<file path="src/rtl/dff_bank_arbiter.sv">
// dff_bank_arbiter: round-robin arbiter that loads one requester's data into a shared register bank
module dff_bank_arbiter #(
    parameter int NREQ = 4,
    parameter int WIDTH = 8,
    parameter int HOLD_CYCLES = 2
) (
    input  logic                     clk,
    input  logic                     rst,
    input  logic [NREQ-1:0]          req,
    input  logic [NREQ*WIDTH-1:0]    wdata,
    output logic [NREQ-1:0]          gnt,
    output logic [NREQ-1:0]          ack,
    output logic [WIDTH-1:0]         q,
    output logic [$clog2(NREQ)-1:0]  owner,
    output logic                     busy
);
    localparam int IW = $clog2(NREQ);
    typedef enum logic [1:0] {IDLE, LOAD, HOLD} state_t;
    state_t state;
    logic [IW-1:0] ptr, sel, win, nxt;
    logic [3:0] cnt;
    always_comb begin
        win = ptr;
        for (int i = NREQ - 1; i >= 0; i--) begin
            if (req[(int'(ptr) + i) % NREQ]) win = IW'((int'(ptr) + i) % NREQ);
        end
        nxt = (sel == IW'(NREQ - 1)) ? '0 : sel + 1'b1;
    end
    always_ff @(posedge clk or negedge rst) begin
        if (!rst) begin
            state <= IDLE;
            gnt   <= '0;
            ack   <= '0;
            q     <= '0;
            owner <= '0;
            busy  <= 1'b0;
            ptr   <= '0;
            sel   <= '0;
            cnt   <= '0;
        end else begin
            case (state)
                IDLE: begin
                    ack <= '0;
                    if (|req) begin
                        gnt   <= NREQ'(1) << win;
                        sel   <= win;
                        state <= LOAD;
                        busy  <= 1'b1;
                    end
                end
                LOAD: begin
                    q     <= wdata[sel*WIDTH +: WIDTH];
                    owner <= sel;
                    ack   <= NREQ'(1) << sel;
                    gnt   <= '0;
                    ptr   <= nxt;
                    cnt   <= 4'(HOLD_CYCLES);
                    state <= (HOLD_CYCLES == 0) ? IDLE : HOLD;
                    busy  <= (HOLD_CYCLES != 0);
                end
                HOLD: begin
                    ack <= '0;
                    cnt <= cnt - 1'b1;
                    if (cnt == 4'd1) begin
                        state <= IDLE;
                        busy  <= 1'b0;
                    end
                end
                default: state <= IDLE;
            endcase
        end
    end
endmodule

</file>
<file path="config.mk">
export PLATFORM = sky130hd
export DESIGN_NAME = dff_bank_arbiter
export DESIGN_NICKNAME = d
export VERILOG_FILES = /design/src/rtl/dff_bank_arbiter.sv
export SDC_FILE = /design/constraint.sdc
export NUM_CORES = 1
export LEC_CHECK = 0
export ABC_CLOCK_PERIOD_IN_PS = 1850
export CORE_AREA = 2 2 64 66
export DETAILED_ROUTE_END_ITERATION = 6
export DIE_AREA = 0 0 66 68
export HOLD_SLACK_MARGIN = 0.05
export PLACE_DENSITY = 0.84
export SLEW_MARGIN = 40
export SYNTH_ARGS = -nofsm -noshare
export SYNTH_HDL_FRONTEND = slang
export SYNTH_SLANG_ARGS = --single-unit
</file>
<file path="constraint.sdc">
create_clock -name clk -period 1.85 [get_ports clk]
set_input_delay 0.185 -clock clk [delete_from_list [all_inputs] [get_ports clk]]
set_output_delay 0.185 -clock clk [all_outputs]
set_load 0.005 [all_outputs]
</file>
## Word-level counts from Yosys, hierarchy flattened

Index checks and enable logic that the tools add are counted.

| storage, ports and cells | value |
|---|---|
| register bits after elaboration | 29 |
| bits in latches | 0 |
| memory bits (writable) | 0 |
| bits in read-only memories | 0 |
| word-level logic and storage cells | 70 |
| memories kept | 0 |

| cells by class | value |
|---|---|
| add/sub/neg operators | 5 |
| $mul | 0 |
| div/mod/pow operators | 0 |
| order comparisons | 4 |
| equal/unequal tests | 6 |
| shifts and indexed selects | 3 |
| muxes and demuxes | 26 |
| bitwise gates (word level) | 3 |
| reductions and logical operators | 14 |

Operator list:

| operator | number |
|---|---|
| $shiftx A32 B6 Y8 | 1 |
| $pmux W4 S2 | 3 |
| $mux W2 | 7 |
| $lt A3 B4 Y1 const B | 3 |
| $mux W1 | 9 |
| $bmux W1 S2 | 4 |
| $reduce_or A2 Y1 | 4 |
| $shl A1 B2 Y4 const A | 2 |
| $pmux W2 S3 | 1 |
| $reduce_and A2 Y1 | 3 |
| $reduce_bool A2 Y1 | 3 |
| $add A2 B1 Y2 const B | 2 |
| $add A2 B2 Y2 const B | 2 |
| $eq A2 B2 Y1 const B | 2 |
| $eq A4 B1 Y1 const B | 1 |
| $mux W4 | 1 |
| $ne A2 B2 Y1 const B | 2 |
| $reduce_or A4 Y1 | 1 |
| $sub A4 B1 Y4 const B | 1 |
| $and A1 B1 Y1 const A | 3 |
| $lt A2 B3 Y1 const B | 1 |
| $pmux W1 S3 | 1 |
| $reduce_and A3 Y1 | 1 |
| $reduce_bool A3 Y1 | 1 |
| 2 further kinds | 2 |

## Logic depth before layout (Yosys ltp)

| depth | value |
|---|---|
| word-level depth | 13 |
| mapped depth | 6 |

## Worst setup path after synthesis

Ideal clock, no wire load.

| timing path | value |
|---|---|
| path kind | register to register |
| start | register state[1] |
| end | register q[0] |
| arrival time | 1.515 ns |
| setup slack | 0.210 ns |
| cell stages (with the launch flop) | 6 |
| period minus slack after synthesis | 1.640 ns |
| cells stage by stage | dfrtp_1 -> inv_1 -> ha_1 -> clkbuf_1 -> clkbuf_1 -> mux2_2 |

| on the way | value |
|---|---|
| word-level cells in the longest chain between the ends | 1 |

Ends and longest elaborated chain:

| item | line | RTL |
|---|---|---|
| start: declaration | 19 | `state_t state;` |
| start signal: assignment | 58 | `state <= (HOLD_CYCLES == 0) ? IDLE : HOLD;` |
| $eq A2 B1 Y1 | 41 | `case (state)` |
| end signal: assignment | 52 | `q <= wdata[sel*WIDTH +: WIDTH];` |
| end: declaration | 13 | `output logic [WIDTH-1:0] q,` |

Every way passes these cells.
A chain may end at the register's enable or synchronous reset.

## Worst setup path after layout

| timing path | value |
|---|---|
| start | input req[2] |
| end | register gnt[1] |

| on the way | value |
|---|---|
| word-level cells in the longest chain between the ends | 10 |
| elaborated cells between the ends (all ways) | 21 |
| those cells by class | eq/ne: 1; shift: 1; mux: 17; reduce/logical: 2 |

Ends and longest elaborated chain:

| item | line | RTL |
|---|---|---|
| start: declaration | 9 | `input logic [NREQ-1:0] req,` |
| $bmux W1 S2 | 25 | `if (req[(int'(ptr) + i) % NREQ]) win = IW'((int'(ptr) + i) % NREQ);` |
| $mux W1 (implied by the code) (2 in a row) | 25 |  |
| $mux W2 (4 in a row) | 25 |  |
| $shl A1 B2 Y4 | 45 | `gnt <= NREQ'(1) << win;` |
| $mux W4 | 44 | `if (\|req) begin` |
| $pmux W4 S2 | 41 |  |
| end signal: assignment | 45 |  |
| end: declaration | 11 | `output logic [NREQ-1:0] gnt,` |

Parallel ways exist; a longest one is shown, timed or not. The select of a mux whose other input is x is not followed.

==> flow_summary.toml <==
[detailed_routing]
detail_route.first_pass.iterations = 4
vias = 1355
drc = 0
wirelength_um = 3720
viasPerCell = 5.17
drtAntennaViolNets = 0
wl_per_cell_um = 14.2
first_iter_violations = 56

[clock_tree]
clk_root_buffer_cell = "clkbuf_8"
cts_setup_buffers = 0
cts.repair.resized = 0
cts_hold_buf = 0
cts_buffers = 5
max-clock-path-buffers = 2
clock-sinks = 29
cts_tree = "yes"
cts.htree.levels = 2
clk_latency_ps = 290
cts.clk_slew.worst_paths_ps = 60

[floorplanning]
start_util_pct = 42.8
die_w_um = 66
fp-row-count = 23
die_area_mm2 = 0.00449
boundaryPins = 57
coreArea_mm2 = 0.00386
die_y_um = 68

[synthesis]
netlist_area_mm2 = 0.00165
synth_top_family_by_area = "multiplexers"
dominantRegCellSynth = "dfrtp_1"
synth_top_cells_by_count = "dfrtp_1, nand2_1, o21ai_0, ha_1, mux2_2"
synth_area_per_cell_um2 = 11.5
synth_area_leaders = "dfrtp_1, mux4_2, ha_1"
synthSimpleGateAreaFrac_pct = 10.7
syn_inst = 143
synth_xor_xnor_area_share_pct = 0
syn-num-nets = 192
synth.most_common_cell = "dfrtp_1"
yosys_warnings = 0
synth-edff-count = 0
ys_types = 35
synth_top_cell_by_area = "dfrtp_1"
synth_mux_area_share_pct = 19.1
yosys.area.top_type_share_pct = 44.0
synthArstFlopShare_pct = 100
synthAdderAreaFrac_pct = 8.34
ys_seq_area_share_pct = 44.0
ys_ff_latch = 29
synth_compound_area_share_pct = 13.9

[pwr]
p_leak_nw = 1.04
p_int_mw = 2.38
p_comb_share_pct = 52.2
swShare_pct = 34.3
ir_drop_uv = 794
clockPowerShare_pct = 15.9
pwr_density_cell_mw_per_mm2 = 1480
seq_power_share_pct = 31.9
p_switching_mw = 1.25

[timing]
final-setup-viol-count = 0
slew_violations = 0
timing.final.crit_period_ps = 1620
finalHoldViolations = 0
tns_ps = 0
finClkSkew_ps = 4.04
max_freq_mhz = 619
relSlewSlack_pct = 67.7
worst_pin_slew_ps = 484
period_share_pct = 87.3
rsz0062_at_grt = "no"

[worst_setup_path]
ff2ff_path_depth = 6
critPathMaxStageDelay_ps = 520
critPathSlowestCell = "or4_4"
critPathLaunchType = "input port"
path_cells = "clkdlybuf4s50_1 -> nor2b_4 -> o21a_1 -> or4_4 -> o31ai_2"
endpoint_kind = "flop"
timing.rr.end = "gnt[1]"
arrival_ps = 1800
r2r_setup_slack_ps = 260
path_max_fanout = 6
crit_type = "input port to flop"
required_ps = 2040
rr_startpoint = "state[0]"

[global_routing]
grt_pass1_wl_um = 6220
grt_pass1_vias = 1380
grt_usage_pct = 18.9
gr-usage-met2_pct = 32.4
use_met1_pct = 21.4
grt_max_degree = 30
grt.met3_usage_pct = 5.92
grt.busiest_layer = "met2"
antenna_found_initial = 0
overflow = 0

[status]
outcome = "complete, no violations"

[final_layout]
stdcell_count = 262
syn_to_final_growth_pct = 48.3
stdcell_area_mm2 = 0.00245
fin_nets = 260
drive_gt1_share_pct = 19.8
diodes = 0

[placement]
place_congestion = 0.763
numPortBuffers = 56
place_area_mm2 = 0.00235
hpwlAfterDp_um = 2890
dp.cells = 254

[worst_hold_path]
min_path_type = "input port to async pin"

[flow_run]
cap_violations = 0
==> through the flow <==
stage / power, mW / setup slack, ps / utilization (%) / hold slack [ps]
2_1_floorplan: 2.20 / 210 / - / -111
3_3_place_gp: 3.00 / 48.8 / 60.8 / 463
3_5_place_dp: 3.07 / -14.7 / 60.8 / 476
4_1_cts: 3.67 / 254 / 63.5 / 293
5_1_grt: 3.90 / 145 / 63.5 / 330
6_report: 3.63 / 235 / 63.5 / 281
==> kinds of logic after synthesis <==
group | count (synthesis)
DFF | 29
buffers and inverters | 15
AOI/OAI and AO/OA | 35
adders and majority gates | 11
and+or+nand+nor | 33
muxes | 20
==> registers in the layout (all words and copies together), names as in the netlist <==
register  flops
sel           2
cnt           4
ack           4
ptr           2
gnt           4
state         2
q             8
busy          1
owner         2
==> placed cells by master, fill, tap and decap left out, types with 2 or more instances in the layout <==
master and n:
o31ai_1 5, dfrtp_1 29, o31ai_2 2, a21oi_1 3, buf_4 8, clkdlybuf4s50_1 56
or2b_1 2, o21a_1 3, nor2_1 5, mux4_2 8, inv_1 10, nand2_1 13
ha_1 11, o21ai_0 13, nand3_1 2, a31oi_1 2, mux2_2 11, clkbuf_8 7
o22ai_1 3, buf_12 2
==> critical path: cells and delay by family <==
kind / cells / cell delay [ps]
AOI/OAI and AO/OA: 2 / 420
buffers and inverters: 1 / 500
and+or+nand+nor: 2 / 690
==> final cells by class <==
cell class                 count  area, um^2
fill                         325        1410
multi-input combinational     99         860
sequential                    29         726
timing repair buffer          66         661
clock buffer                   7        96.3
tap                           50        62.6
inverter                      10        37.5
clock inverter                 1        5.00
==> worst max-delay path by stage <==
| stage | slack [ps] | depth (start not counted) | to | start |
|---|---|---|---|---|
| final | 230 | 5 | gnt[1] | req[2] |
| after global routing | 150 | 6 | busy | state[0] |
| after CTS | 250 | 6 | gnt[1] | state[0] |
| after detailed placement | -10 | 5 | gnt[1] | req[2] |
| after global placement | 50 | 5 | gnt[3] | req[2] |
| after floorplan | 210 | 5 | q[0] | state[1] |
==> layer usage <==
layer / up-vias / share of wire [%] / wire length, um
met5: - / 0 / 0
met4: 0 / 2.5 / 93
li1: 655 / - / -
met2: 39 / 52 / 1930
met3: 10 / 4.0 / 148
met1: 651 / 42 / 1550
==> power by group through the flow <==
stage	combinational [mW]	sequential (mW)	clock, mW
after CTS	1.91	1.16	0.591
after floorplan	1.08	1.12	0
after global placement	1.85	1.16	0
after detailed placement	1.90	1.17	0
final	1.89	1.16	0.576
after global routing	2.08	1.19	0.617
Note: power is estimated with default switching activity, not from simulation.
